## src/rtl/blk_0197c3_pkg.sv

```systemverilog
// Shared GEM descriptor layouts and constants for the descriptor-to-cookie pipe.
package blk_0197c3_pkg;

    typedef enum logic {
        GEM_MODE_RX = 1'b0,
        GEM_MODE_TX = 1'b1
    } gem_mode_e;

    localparam bit DMA_DESC_64BITADDR_DEF = 1'b1;
    localparam int GEM_TX_LEN_W           = 14;

    // RX word0: buffer address is word-aligned, so the two low bits carry wrap and own.
    typedef struct packed {
        logic [29:0] addr_hi;
        logic        wrap;
        logic        own;
    } gem_dma_rx_desc_t;

    // TX word1: used bit doubles as the ownership flag.
    typedef struct packed {
        logic                    used;
        logic                    wrap;
        logic [15:0]             rsvd;
        logic [GEM_TX_LEN_W-1:0] len;
    } gem_dma_tx_desc_t;

    function automatic logic [31:0] rx_buf_addr(input gem_dma_rx_desc_t w0);
        return {w0.addr_hi, 2'b00};
    endfunction

endpackage

```

## src/rtl/blk_0197c3_sync_fifo.sv

```systemverilog
// Synchronous FIFO with a registered head entry, occupancy count and flush.
module blk_0197c3_sync_fifo #(
    parameter int WIDTH = 8,
    parameter int DEPTH = 4
) (
    input  logic                       clock_i,
    input  logic                       reset_i,
    input  logic                       flush_i,
    input  logic                       push_i,
    input  logic [WIDTH-1:0]           push_data_i,
    input  logic                       pop_i,
    output logic                       valid_o,
    output logic [WIDTH-1:0]           data_o,
    output logic [$clog2(DEPTH):0]     count_o
);

    localparam int PTR_W = $clog2(DEPTH);
    localparam logic [PTR_W-1:0] PTR_ONE = PTR_W'(1);
    localparam logic [PTR_W:0]   CNT_ONE = (PTR_W + 1)'(1);

    logic [WIDTH-1:0] mem_q [DEPTH];
    logic [PTR_W-1:0] wr_ptr_q, rd_ptr_q;
    logic [PTR_W:0]   count_q;
    logic             do_pop;

    assign do_pop  = pop_i && (count_q != '0);
    assign valid_o = (count_q != '0);
    assign data_o  = valid_o ? mem_q[rd_ptr_q] : '0;
    assign count_o = count_q;

    // NOTE: storage is left unreset; the head is masked to zero whenever the FIFO is empty.
    always_ff @(posedge clock_i) begin
        if (push_i) begin
            mem_q[wr_ptr_q] <= push_data_i;
        end
    end

    always_ff @(posedge clock_i) begin
        if (reset_i || flush_i) begin
            wr_ptr_q <= '0;
            rd_ptr_q <= '0;
            count_q  <= '0;
        end else begin
            if (push_i) begin
                wr_ptr_q <= wr_ptr_q + PTR_ONE;
            end
            if (do_pop) begin
                rd_ptr_q <= rd_ptr_q + PTR_ONE;
            end
            if (push_i && !do_pop) begin
                count_q <= count_q + CNT_ONE;
            end else if (!push_i && do_pop) begin
                count_q <= count_q - CNT_ONE;
            end
        end
    end

endmodule

```

## src/rtl/blk_0197c3.sv

```systemverilog
// GEM DMA descriptor to DMA cookie converter: decode, ring-continuity tracking, tag
// assignment and a cookie FIFO toward the DMA engine.
module blk_0197c3
    import blk_0197c3_pkg::*;
#(
    parameter int MODE               = 0,
    parameter bit DMA_DESC_64BITADDR = DMA_DESC_64BITADDR_DEF,
    parameter int ADDR_W             = 40,
    parameter int DESC_BYTES         = 16,
    parameter int FIFO_DEPTH         = 4,
    parameter int SEQ_W              = 8
) (
    input  logic                          clock,
    input  logic                          reset,
    input  logic                          flush,
    input  logic                          in_valid,
    output logic                          in_ready,
    input  logic [ADDR_W-1:0]             in_desc_addr,
    input  logic [DESC_BYTES*8-1:0]       in_desc_words,
    output logic                          out_valid,
    input  logic                          out_ready,
    output logic [ADDR_W-1:0]             out_addr,
    output logic [ADDR_W-1:0]             out_data_addr,
    output logic [GEM_TX_LEN_W-1:0]       out_len,
    output logic                          out_wrap,
    output logic [SEQ_W-1:0]              out_seq,
    output logic                          out_gen,
    output logic                          out_err_unowned,
    output logic                          out_err_seq,
    output logic [$clog2(FIFO_DEPTH):0]   count
);

    localparam int CNT_W = $clog2(FIFO_DEPTH) + 1;
    localparam logic [CNT_W-1:0] FULL_CNT = CNT_W'(FIFO_DEPTH);

    typedef struct packed {
        logic [ADDR_W-1:0]       addr;
        logic [ADDR_W-1:0]       data_addr;
        logic [GEM_TX_LEN_W-1:0] len;
        logic                    wrap;
        logic [SEQ_W-1:0]        seq;
        logic                    gen;
        logic                    err_unowned;
        logic                    err_seq;
    } dma_cookie_t;

    logic [31:0]             dec_lo;
    logic [ADDR_W-1:0]       dec_data_addr;
    logic [GEM_TX_LEN_W-1:0] dec_len;
    logic                    dec_wrap;
    logic                    dec_own;
    logic                    accept;
    logic                    err_seq;
    dma_cookie_t             cookie_in, cookie_head;
    logic [$bits(dma_cookie_t)-1:0] head_bits;

    logic [SEQ_W-1:0]  seq_q, seq_d;
    logic              gen_q, gen_d;
    logic [ADDR_W-1:0] exp_addr_q, exp_addr_d;
    logic              exp_valid_q, exp_valid_d;

    // Not every descriptor bit matters in every layout.
    logic unused_desc_bits;
    assign unused_desc_bits = ^in_desc_words;

    if (MODE == int'(GEM_MODE_TX)) begin : g_tx
        gem_dma_tx_desc_t w1;
        logic             unused_tx_rsvd;
        assign w1             = in_desc_words[63:32];
        assign unused_tx_rsvd = ^w1.rsvd;
        assign dec_lo         = in_desc_words[31:0];
        assign dec_wrap       = w1.wrap;
        assign dec_own        = w1.used;
        assign dec_len        = w1.len;
    end else begin : g_rx
        gem_dma_rx_desc_t w0;
        assign w0       = in_desc_words[31:0];
        assign dec_lo   = rx_buf_addr(w0);
        assign dec_wrap = w0.wrap;
        assign dec_own  = w0.own;
        assign dec_len  = '0;
    end

    if (DMA_DESC_64BITADDR && ADDR_W > 32) begin : g_addr_hi
        assign dec_data_addr = {in_desc_words[64 +: ADDR_W-32], dec_lo};
    end else if (ADDR_W > 32) begin : g_addr_zero
        assign dec_data_addr = {{(ADDR_W-32){1'b0}}, dec_lo};
    end else begin : g_addr_32
        assign dec_data_addr = dec_lo;
    end

    assign in_ready = !reset && !flush && ((count < FULL_CNT) || out_ready);
    assign accept   = in_valid && in_ready;
    assign err_seq  = exp_valid_q && (in_desc_addr != exp_addr_q);

    always_comb begin
        cookie_in             = '0;
        cookie_in.addr        = in_desc_addr;
        cookie_in.data_addr   = dec_data_addr;
        cookie_in.len         = dec_len;
        cookie_in.wrap        = dec_wrap;
        cookie_in.seq         = seq_q;
        cookie_in.gen         = gen_q;
        cookie_in.err_unowned = dec_own;
        cookie_in.err_seq     = err_seq;
    end

    // NOTE: every combinational output gets a default first so no path can infer a latch.
    always_comb begin
        seq_d       = seq_q;
        gen_d       = gen_q;
        exp_addr_d  = exp_addr_q;
        exp_valid_d = exp_valid_q;
        if (flush) begin
            exp_valid_d = 1'b0;
        end else if (accept) begin
            seq_d       = seq_q + SEQ_W'(1);
            exp_addr_d  = in_desc_addr + ADDR_W'(DESC_BYTES);
            // After a wrap the next descriptor comes from the ring base, which we do not track.
            exp_valid_d = !dec_wrap;
            if (dec_wrap) begin
                gen_d = ~gen_q;
            end
        end
    end

    // NOTE: sequential state uses non-blocking assignments so all registers update together.
    always_ff @(posedge clock) begin
        if (reset) begin
            seq_q       <= '0;
            gen_q       <= 1'b0;
            exp_addr_q  <= '0;
            exp_valid_q <= 1'b0;
        end else begin
            seq_q       <= seq_d;
            gen_q       <= gen_d;
            exp_addr_q  <= exp_addr_d;
            exp_valid_q <= exp_valid_d;
        end
    end

    blk_0197c3_sync_fifo #(
        .WIDTH ($bits(dma_cookie_t)),
        .DEPTH (FIFO_DEPTH)
    ) u_fifo (
        .clock_i     (clock),
        .reset_i     (reset),
        .flush_i     (flush),
        .push_i      (accept),
        .push_data_i (cookie_in),
        .pop_i       (out_ready),
        .valid_o     (out_valid),
        .data_o      (head_bits),
        .count_o     (count)
    );

    assign cookie_head     = head_bits;
    assign out_addr        = cookie_head.addr;
    assign out_data_addr   = cookie_head.data_addr;
    assign out_len         = cookie_head.len;
    assign out_wrap        = cookie_head.wrap;
    assign out_seq         = cookie_head.seq;
    assign out_gen         = cookie_head.gen;
    assign out_err_unowned = cookie_head.err_unowned;
    assign out_err_seq     = cookie_head.err_seq;

endmodule

```

## config.mk

```make
export PLATFORM = sky130hd
export DESIGN_NAME = blk_0197c3
export DESIGN_NICKNAME = d
export VERILOG_FILES = /design/src/rtl/blk_0197c3_pkg.sv /design/src/rtl/blk_0197c3_sync_fifo.sv /design/src/rtl/blk_0197c3.sv
export SDC_FILE = /design/constraint.sdc
export NUM_CORES = 1
export LEC_CHECK = 0
export BUFFER_PORTS_ARGS = -buffer_cell sky130_fd_sc_hd__buf_4
export CORE_ASPECT_RATIO = 0.7
export CORE_MARGIN = 2
export CORE_UTILIZATION = 30
export CTS_BUF_LIST = sky130_fd_sc_hd__clkbuf_2
export CTS_CLUSTER_DIAMETER = 80
export DETAILED_ROUTE_END_ITERATION = 10
export HOLD_SLACK_MARGIN = 0.08
export PLACE_DENSITY_LB_ADDON = 0.05
export REMOVE_ABC_BUFFERS = 1
export SLEW_MARGIN = 25
export SYNTH_ARGS = -nofsm -noshare
export SYNTH_HDL_FRONTEND = slang
export SYNTH_SLANG_ARGS = --single-unit
```

## constraint.sdc

```tcl
create_clock -name clock -period 9.45 [get_ports clock]
set_clock_uncertainty 0.05 [all_clocks]
set_input_delay 0.945 -clock clock [delete_from_list [all_inputs] [get_ports clock]]
set_output_delay 0.945 -clock clock [all_outputs]
set_load 0.1 [all_outputs]
```

=== After elaboration in Yosys (flattened, before gate mapping) ===
Memories as Yosys holds them, arrays and structs flattened. A register that Yosys moved wholly into a read port is not among the register bits.
Index checks and enable logic that the tools add are counted.

* Memory bits (writable): 360
* Output and inout port bits: 111
* Register bits: 57
* Logic and storage cells: 44
* Memories kept: 1

{| class="wikitable"
|+ Memories
! name !! words !! width !! rd ports !! clocked after memory_dff !! wr ports !! line !! RTL
|-
| u_fifo.mem_q || 4 || 90 || 1 || 1 || 1 || blk_0197c3_sync_fifo.sv:21 || <nowiki>logic [WIDTH-1:0] mem_q [DEPTH];</nowiki>
|}

* Reductions and logical operators: 19
* Add/subtract/negate cells: 6
* Magnitude comparators: 1
* Bitwise operators: 2
* Multiplexer cells: 7
* Equal/unequal tests: 1

{| class="wikitable"
|+ Operators with widths
! cell !! number
|-
| $mux 106 || 1
|-
| $add 40x5->40 const B || 1
|-
| $ne 40x40->1 || 1
|-
| $add 8x1->8 const B || 1
|-
| $logic_and 1x1->1 || 7
|-
| $mux 3 || 2
|-
| $logic_not 1->1 || 5
|-
| $add 2x1->2 const B || 2
|-
| $mux 2 || 2
|-
| $add 3x1->3 const B || 1
|-
| $lt 3x3->1 const B || 1
|-
| $reduce_and 3->1 || 1
|-
| $reduce_bool 3->1 || 1
|-
| $sub 3x1->3 const B || 1
|-
| $logic_or 1x1->1 || 2
|-
| $mux 1 || 2
|-
| $not 1->1 || 2
|-
| $reduce_and 2->1 || 1
|-
| $reduce_bool 2->1 || 1
|-
| $reduce_or 2->1 || 1
|}

=== Logic depth before layout (Yosys ltp) ===
Gate-level depths: netlist of run 1.

* Depth after elaboration: 8
* Mapped depth: 11
* Gate-level depth less buffers: 9

=== Hierarchy ===
Synthesis of run 1 repeated with hierarchy kept, for this count alone.

* Cell total of the unflattened synthesis: 1,107
* Area, all modules: 19,580.0 um^2

{| class="wikitable"
|+ By module, submodules not included
! module !! cells each !! area an instance (um^2) !! instances
|-
| blk_0197c3_sync_fifo || 716 || 16,435.8 || 1
|-
| blk_0197c3 || 391 || 3,144.3 || 1
|}

=== Worst setup path after synthesis of run 1 ===
OpenSTA, ideal clock, no wires.

* Path kind: input port to flip-flop
* Start point: input port reset
* End point: memory u_fifo.mem_q[0][0] (netlist name) (enable)
* Cell stages on the path: 6
* Arrival: 3.885 ns
* Setup slack: 5.057 ns
* Buffers on the path: 2
* Data required time: 8.941 ns
* Setup time: 0.459 ns
* Cells stage by stage: clkbuf_1 > nor2_1 > nand3_1 > inv_2 > clkbuf_1 > and2_1

* Word-level cells in the longest chain between the ends: 6

{| class="wikitable"
|+ RTL lines
! what !! line !! RTL
|-
| start, declared || blk_0197c3.sv:14 || <nowiki>input logic reset,</nowiki>
|-
| $logic_not 1->1 || blk_0197c3.sv:92 || <nowiki>assign in_ready = !reset && !flush && ((count < FULL_CNT) || out_ready);</nowiki>
|-
| $logic_and 1x1->1 (2 in series) || blk_0197c3.sv:92 ||
|-
| $logic_and 1x1->1 || blk_0197c3.sv:93 || <nowiki>assign accept = in_valid && in_ready;</nowiki>
|-
| $mux 1 || blk_0197c3_sync_fifo.sv:33 || <nowiki>if (push_i) begin</nowiki>
|-
| $mux 1 (not written as such) || blk_0197c3_sync_fifo.sv:34 || <nowiki>mem_q[wr_ptr_q] <= push_data_i;</nowiki>
|-
| end, declared || blk_0197c3_sync_fifo.sv:21 ||
|}

No other way between the ends.

==> impl_metrics.json, run 1 <==
{
  "die_x_um": 289,
  "start_util_pct": 30.2,
  "synth.distinct_cells": 41,
  "worstSkewPairLatency_ns": 1.07,
  "dieArea_mm2": 0.0588,
  "clk_path_buf_depth": 3,
  "total_power_mw": 3.80,
  "post-place-ws_ns": 5.20,
  "synth_edf_count": 360,
  "crit_arrival_ns": 3.62,
  "grt.total_usage_pct": 14.6,
  "syn2layout_area_growth_pct": 23.2,
  "maxSlewViolCount": 0,
  "place_area_mm2": 0.0192,
  "path_class": "flop to output port",
  "cts.sinks": 419,
  "cts.repair.resized": 0,
  "die_h_um": 204,
  "multi_input_area_mm2": 0.00479,
  "hold_class": "primary input to flop",
  "wl_per_cell_um": 19.5,
  "layout_worst_path_cycle_share_pct": 48.8,
  "synth_flop_cell": "edfxtp_1",
  "detailed_place_hpwl_um": 23600,
  "num_rows": 73,
  "fin_nets": 1500,
  "syn_inst": 987,
  "cts_tree": "done",
  "finalHoldViolations": 0,
  "grt_pass1_vias": 10300,
  "maxCapViolCount": 0,
  "synthTopCellsByCount": "edfxtp_1, and2_1, mux4_2, xor2_1, dfxtp_1",
  "first_iter_violations": 397,
  "drt_pass1_iterations": 7,
  "whs_ns": 0.336,
  "clock.fmax_ghz": 0.217,
  "cts_inserted_buffers": 110,
  "stdcell_area_mm2": 0.0210,
  "ys_seq_area_share_pct": 70.3,
  "power_density_mw_per_mm2": 181,
  "grt_start_max_net_pins": 76,
  "io_buffers": 179,
  "grt_overflow": 0,
  "detail-route-antenna-nets": 0,
  "min_period_ns": 4.61,
  "async_reset_ff_share_pct": 0,
  "drive_gt1_share_pct": 33.7,
  "max-slew-margin-rel_pct": 35.1,
  "ir_drop_v": 0.0000618,
  "ys_ff_latch": 419,
  "worst_slack_ns": 4.84,
  "cp-end-kind": "output port",
  "p_leak_nw": 7.36,
  "ff_latch_area_mm2": 0.0120,
  "yosysMostFrequentCell": "edfxtp_1",
  "syn_area_per_cell_um2": 17.3,
  "path_clk_slew_ns": 0.11,
  "h-tree-depth": 3,
  "via_per_inst": 4.48,
  "wl_um": 42200,
  "status": "finished clean",
  "setup_viol": 0,
  "yosys.area.top_type": "edfxtp_1",
  "final_util_pct": 37.2,
  "grt_first_pass_wirelength_um": 63700,
  "stdcell_count": 2159,
  "vias": 9675,
  "rsz0062_at_grt": "no",
  "io_pins": 284,
  "critical_path_required_ns": 8.46,
  "tightestPinTransition_ns": 0.973,
  "path_max_fanout": 48,
  "antenna_found_initial": 4,
  "core-area_mm2": 0.0564,
  "yosysWarnings": 0,
  "yosys.area.top_type_share_pct": 63.4,
  "drc": 0,
  "nFillCells": 5486,
  "gp_congestion": 0.675,
  "syn-cell-area_mm2": 0.0171,
  "place_inst": 1874,
  "clock-root-buffer": "clkbuf_2",
  "yosys-top-cells-area": "edfxtp_1, mux4_2, dfxtp_1",
  "setup-tns-final_ns": 0,
  "cp-start-kind": "flop"
}
==> registers in the layout, summed over array words and instances (netlist names), named ones only <==
signal / flops
exp_valid_q: 1
gen_q: 1
seq_q: 8
u_fifo.count_o: 3
u_fifo.rd_ptr_q: 2
exp_addr_q: 40
u_fifo.wr_ptr_q: 2
u_fifo.mem_q: 360
==> metal layers <==
metal | up-vias | global-route usage (%) | share of wire, %
met4 | 4 | 4.22 | 1.8
met3 | 70 | 4.36 | 5.1
li1 | 4514 | - | -
met2 | 232 | 22.0 | 45
met5 | - | 0 | 0.062
met1 | 4855 | 20.4 | 48
==> final cells by class <==
| type | count | share of cell area (%) |
|---|---|---|
| inverter | 8 | 0.143 |
| tap | 750 | 4.47 |
| timing repair buffer | 272 | 10.8 |
| sequential | 419 | 57.1 |
| clock inverter | 31 | 0.703 |
| antenna | 4 | 0.0476 |
| clock buffer | 167 | 3.98 |
| multi-input combinational | 508 | 22.8 |
==> worst max-delay path: stages, from the launching register on <==
cell and delay [ns]:
dfxtp_4 0.92, buf_4 0.73, mux4_2 0.40, and2_1 0.20, buf_4 0.24
==> layout by cell type, fill, tap and decap left out, types with 2 or more instances in the layout <==
cell,Yosys,layout
xnor2_1,20,20
nor3_4,3,3
or3_1,3,2
nor4_1,11,11
and3_1,4,4
dlygate4sd3_1,0,82
nand3b_1,3,3
edfxtp_1,360,360
dfxtp_1,59,57
conb_1,1,16
a211oi_1,29,29
xor2_1,63,63
nand3_1,19,19
nand4_1,19,19
buf_4,16,189
a311o_1,2,2
mux4_2,90,90
nor2_1,53,53
inv_2,1,4
diode_2,0,4
clkbuf_2,0,167
and2_4,0,4
clkinv_2,0,4
and4_1,2,2
dfxtp_4,0,2
nand4_2,2,2
ha_1,7,7
nand2_1,32,32
a21oi_1,11,11
nor3_1,3,3
o21ai_0,5,5
nand4_4,2,2
inv_1,7,7
and2_1,99,95
clkinv_1,0,23
==> cells by family after synthesis <==
family | synth area share, %
compound gates | 2.05
xor+xnor | 4.26
fa+ha+maj | 0.631
buf+inv | 2.08
flops | 70.3
mux | 11.9
other cells | 0.0220
simple gates | 8.73
==> what timing repair did <==
item,CTS,global route
endpoints found under the hold margin,368,0
setup buffers,0,0
hold buffers,82,0
==> path summary, 6_finish.rpt <==
check        slack [ns]  cells after the start                 to               from
max                4.84                      4       out_addr[23]               flop
min                0.34                      2           seq_q[4]              reset
max reg2reg        6.26                     11  u_fifo.count_o[2]  u_fifo.count_o[2]
min reg2reg        0.42                      2      exp_addr_q[2]      exp_addr_q[2]
==> report_power, final <==
part,switching [mW],total [mW],internal (mW)
clock network,0.754,1.25,0.496
registers,0.0118,2.04,2.03
logic,0.374,0.516,0.142
total,1.14,3.80,2.66
Power figures use the tool's default switching activity.
==> inputs of run 2 (changes only) <==
==> constraint.sdc (replaced) <==
create_clock -name clock -period 4.4 [get_ports clock]
set_clock_uncertainty 0.05 [all_clocks]
set_input_delay 0.44 -clock clock [delete_from_list [all_inputs] [get_ports clock]]
set_output_delay 0.44 -clock clock [all_outputs]
set_load 0.1 [all_outputs]
==> impl_metrics.json, run 2 (synthesized netlist as in run 1, its figures left out) <==
{
  "h-tree-depth": 3,
  "maxCapViolCount": 0,
  "antenna_found_initial": 4,
  "cpMostUsedCell": "dlygate4sd3_1",
  "largest_reg_flops": 360,
  "tightestPinTransition_ns": 0.753,
  "cp-end-kind": "flop",
  "worst_slack_ns": 0.497,
  "max-slew-margin-rel_pct": 49.8,
  "top_regs": "u_fifo.mem_q x360, exp_addr_q x40, seq_q x8",
  "drt_pass1_iterations": 4,
  "grt_first_pass_wirelength_um": 65600,
  "vias": 10100,
  "fin_nets": 1598,
  "critical-path-max-stage-delay_ns": 0.57,
  "hold_class": "primary input to flop",
  "post-place-ws_ns": 1.15,
  "grt_start_max_net_pins": 64,
  "die_x_um": 289,
  "rsz0062_at_grt": "no",
  "wl_um": 43700,
  "dieArea_mm2": 0.0588,
  "drc": 0,
  "clock-root-buffer": "clkbuf_2",
  "drive_gt1_share_pct": 31.6,
  "grt.total_usage_pct": 15.1,
  "cp-start-kind": "primary input",
  "grt_pass1_vias": 10600,
  "status": "finished clean",
  "total_power_mw": 8.21,
  "place_inst": 1885,
  "detailed_place_hpwl_um": 25100,
  "path_clk_slew_ns": 0.10,
  "cts.sinks": 419,
  "min_period_ns": 3.90,
  "cts_tree": "done",
  "setup-tns-final_ns": 0,
  "path_max_fanout": 21,
  "stdcell_count": 2256,
  "crit_arrival_ns": 4.89,
  "nFillCells": 5455,
  "core-area_mm2": 0.0564,
  "path_cells": "dlygate4sd3_1 > dlygate4sd3_1 > buf_4 > nand2b_1 > nand3_1 > dlygate4sd3_1 > buf_4 > inv_2 > ha_1 > inv_1 > fa_1 > xor2_1 > or3_1 > a21oi_1 > dlygate4sd3_1",
  "die_h_um": 204,
  "detail-route-antenna-nets": 0,
  "cts_inserted_buffers": 107,
  "stdcell_area_mm2": 0.0221,
  "gp_congestion": 0.707,
  "worstSkewPairLatency_ns": 1.09,
  "clock.fmax_ghz": 0.256,
  "wl_per_cell_um": 19.4,
  "io_pins": 284,
  "power_density_mw_per_mm2": 372,
  "p_leak_nw": 7.77,
  "cts_setup_buffers": 0,
  "critical_path_required_ns": 5.39,
  "maxSlewViolCount": 0,
  "crit_slowest_cell": "dlygate4sd3_1",
  "io_buffers": 179,
  "via_per_inst": 4.46,
  "cts.repair.resized": 0,
  "mostFrequentLayoutCells": "edfxtp_1, buf_4, dlygate4sd3_1, clkbuf_2, and2_1",
  "clk_path_buf_depth": 3,
  "regMostFlops": "u_fifo.mem_q",
  "syn2layout_area_growth_pct": 29.2,
  "layout_worst_path_cycle_share_pct": 88.7,
  "cp_top_family": "buffers and inverters",
  "ir_drop_v": 0.000121,
  "start_util_pct": 30.2,
  "num_rows": 73,
  "first_iter_violations": 560,
  "cp.buffers_inverters": 8,
  "rrSetupSlack_ns": 0.67,
  "setup_viol": 0,
  "path_class": "primary input to flop",
  "finalHoldViolations": 0,
  "final_common_cell": "edfxtp_1",
  "place_area_mm2": 0.0193,
  "grt_overflow": 0
}
## run 2: cell count changes in the layout (fill, tap and decap cells not counted)
cell / before / now
clkbuf_2: 167 / 159
dlygate4sd3_1: 82 / 173
clkinv_1: 23 / 30
clkinvlp_4: 0 / 2
buf_4: 189 / 193
buf_16: 1 / 0
buf_12: 0 / 7
inv_2: 4 / 2
diode_2: 4 / 2
clkinv_2: 4 / 3
## run 2: worst paths after layout
path,from,endpoint,cells past startpoint
min reg2reg,exp_addr_q[2],exp_addr_q[2],2
max,out_ready,u_fifo.count_o[2],15
max reg2reg,u_fifo.count_o[2],u_fifo.count_o[2],12
min,in_desc_addr[28],u_fifo.mem_q[3][78],2
## run 2: cell type report
cell class	count	area, um^2	area share (%)
flip-flops and latches	419	12000	54.4
multi-input cells	508	4790	21.7
repair buffers	373	3320	15.1
well taps	750	938	4.26
clock buffers	159	796	3.61
clock inverters	37	176	0.800
inverters	8	30.0	0.136
diodes	2	5.00	0.0227
## run 2: per-layer routing
layer	wire length (um)	vias to the layer above	GRT usage (%)
met5	33	-	0
met4	1070	6	5.41
met3	1940	94	3.79
met2	19400	209	22.4
met1	21300	5036	21.4
li1	-	4715	-
## run 2: worst reg2reg max path, delay by kind of cell (launching register included)
family	cells	cell delay [ns]
buf+inv	5	1.78
fa+ha+maj	2	0.65
simple gates	3	0.52
flops	1	0.37
xor+xnor	1	0.17
compound gates	1	0.13
## run 2: stage by stage
| step | hold slack [ns] | util, % |
|---|---|---|
| after floorplan | 0.392 | - |
| after global placement | 0.404 | 34.3 |
| after detailed placement | 0.414 | 34.3 |
| after CTS | 0.0858 | 39.1 |
| after global routing | 0.127 | 39.1 |
| final | 0.262 | 39.1 |
## run 2: what timing repair did
item / 4_1_cts / 5_1_grt
hold buffers: 173 / 0
endpoints found under the hold margin: 383 / 0
endpoints found under the setup margin: 0 / 0
## run 2: report_power, final
part | switching [mW] | internal (mW) | leakage, nW | total, mW
Sequential | 0.0279 | 4.35 | 3.77 | 4.38
Combinational | 0.816 | 0.361 | 3.26 | 1.18
Clock | 1.63 | 1.03 | 0.738 | 2.65
==> inputs of run 3 (changes only) <==
--- a/config.mk
+++ b/config.mk
@@ -6,6 +6,7 @@
 export NUM_CORES = 1
 export LEC_CHECK = 0
 export BUFFER_PORTS_ARGS = -buffer_cell sky130_fd_sc_hd__buf_4
+export CAP_MARGIN = 20
 export CORE_ASPECT_RATIO = 0.7
 export CORE_MARGIN = 2
 export CORE_UTILIZATION = 30
==> constraint.sdc (replaced) <==
create_clock -name clock -period 4.4 [get_ports clock]
set_clock_uncertainty 0.05 [all_clocks]
set_input_delay 0.88 -clock clock [delete_from_list [all_inputs] [get_ports clock]]
set_output_delay 0.88 -clock clock [all_outputs]
set_load 0.1 [all_outputs]
==> impl_metrics.json, run 3 (synthesized netlist as in run 1, its figures left out) <==
{
  "setup_viol": 0,
  "via_per_inst": 4.49,
  "stdcell_count": 2172,
  "start_util_pct": 30.2,
  "whs_ns": 0.312,
  "maxCapViolCount": 0,
  "final_util_pct": 37.6,
  "ir_drop_v": 0.000139,
  "path_max_fanout": 33,
  "worstSkewPairLatency_ns": 1.07,
  "antenna_found_initial": 6,
  "stdcell_area_mm2": 0.0213,
  "mostFrequentLayoutCells": "edfxtp_1, buf_4, clkbuf_2, and2_1, mux4_2",
  "cts.sinks": 419,
  "regMostFlops": "u_fifo.mem_q",
  "power_density_mw_per_mm2": 385,
  "vias": 9754,
  "layout_worst_path_cycle_share_pct": 89.7,
  "drt_pass1_iterations": 4,
  "first_iter_violations": 508,
  "syn2layout_area_growth_pct": 24.6,
  "rsz0062_at_grt": "no",
  "grt_pass1_vias": 10300,
  "crit_slowest_cell": "or3_4",
  "cp.buffers_inverters": 2,
  "cp_top_family": "simple AND/OR/NAND/NOR gates",
  "top_regs": "u_fifo.mem_q x360, exp_addr_q x40, seq_q x8",
  "grt_overflow": 0,
  "grt_first_pass_wirelength_um": 63700,
  "worst_slack_ns": 0.452,
  "critical_path_required_ns": 3.47,
  "grt.total_usage_pct": 14.6,
  "largest_reg_flops": 360,
  "maxSlewViolCount": 0,
  "num_rows": 73,
  "dieArea_mm2": 0.0588,
  "path_class": "flop to output port",
  "place_inst": 1886,
  "grt_start_max_net_pins": 66,
  "wl_per_cell_um": 19.7,
  "cp-start-kind": "flop",
  "total_power_mw": 8.19,
  "drive_gt1_share_pct": 34.3,
  "detailed_place_hpwl_um": 24900,
  "path_cells": "or3_4 > buf_4 > and2_1 > buf_4",
  "h-tree-depth": 3,
  "cts_tree": "done",
  "status": "finished clean",
  "setup-tns-final_ns": 0,
  "finalHoldViolations": 0,
  "fin_nets": 1517,
  "path_clk_slew_ns": 0.11,
  "cts_inserted_buffers": 107,
  "cp-end-kind": "output port",
  "p_leak_nw": 7.46,
  "min_period_ns": 3.95,
  "gp_congestion": 0.688,
  "clock-root-buffer": "clkbuf_2",
  "rrSetupSlack_ns": 1.40,
  "post-place-ws_ns": 1.03,
  "io_pins": 284,
  "cpMostUsedCell": "buf_4",
  "drc": 0,
  "max-slew-margin-rel_pct": 40.2,
  "clock.fmax_ghz": 0.253,
  "core-area_mm2": 0.0564,
  "tightestPinTransition_ns": 0.897,
  "hold_class": "primary input to flop",
  "io_buffers": 179,
  "wl_um": 42800,
  "detail-route-antenna-nets": 0,
  "place_area_mm2": 0.0194,
  "die_h_um": 204,
  "final_common_cell": "edfxtp_1",
  "crit_arrival_ns": 3.02,
  "critical-path-max-stage-delay_ns": 0.56,
  "die_x_um": 289,
  "clk_path_buf_depth": 3
}
## run 3: cell type report
cell class / instances / area, um^2
Fill cell: 5429 / 35200
Sequential cell: 419 / 12000
Multi-Input combinational cell: 509 / 4790
Timing Repair Buffer: 291 / 2510
Tap cell: 750 / 938
Clock buffer: 159 / 796
Clock inverter: 29 / 169
Inverter: 8 / 30.0
Antenna cell: 7 / 17.5
## run 3: what timing repair did
action                                 4_1_cts  5_1_grt
setup endpoints to repair                    0       38
hold buffers                                83        0
endpoints found under the hold margin      372        0
gates resized for setup                      0        1
setup buffers                                0        7
## run 3: path summary, 6_finish.rpt
kind                     start                 to  cells after the start
max          u_fifo.count_o[0]       out_addr[39]                      4
min reg2reg      exp_addr_q[2]      exp_addr_q[2]                      2
min                   in_valid      exp_addr_q[5]                      5
max reg2reg  u_fifo.count_o[1]  u_fifo.count_o[2]                      8
## run 3: power by group
part	total, mW	internal, mW	switching [mW]
clock	2.68	1.08	1.61
combinational	1.13	0.314	0.813
sequential	4.37	4.35	0.0249
total	8.19	5.74	2.45
## run 3: tightest hold or removal path, cell delays in order
cell	delay [ns]
buf_4	0.11
nand3_1	0.09
inv_2	0.16
nand2_1	0.11
a21oi_1	0.05
## run 3: metal layers
| metal | part of all wire, % | global-route usage [%] | wire length [um] | up-vias |
|---|---|---|---|---|
| li1 | - | - | - | 4562 |
| met1 | 49 | 20.8 | 20900 | 4902 |
| met2 | 44 | 21.7 | 19000 | 217 |
| met3 | 5.2 | 4.12 | 2230 | 69 |
| met4 | 1.7 | 4.62 | 736 | 4 |
| met5 | 0.063 | 0 | 27 | - |
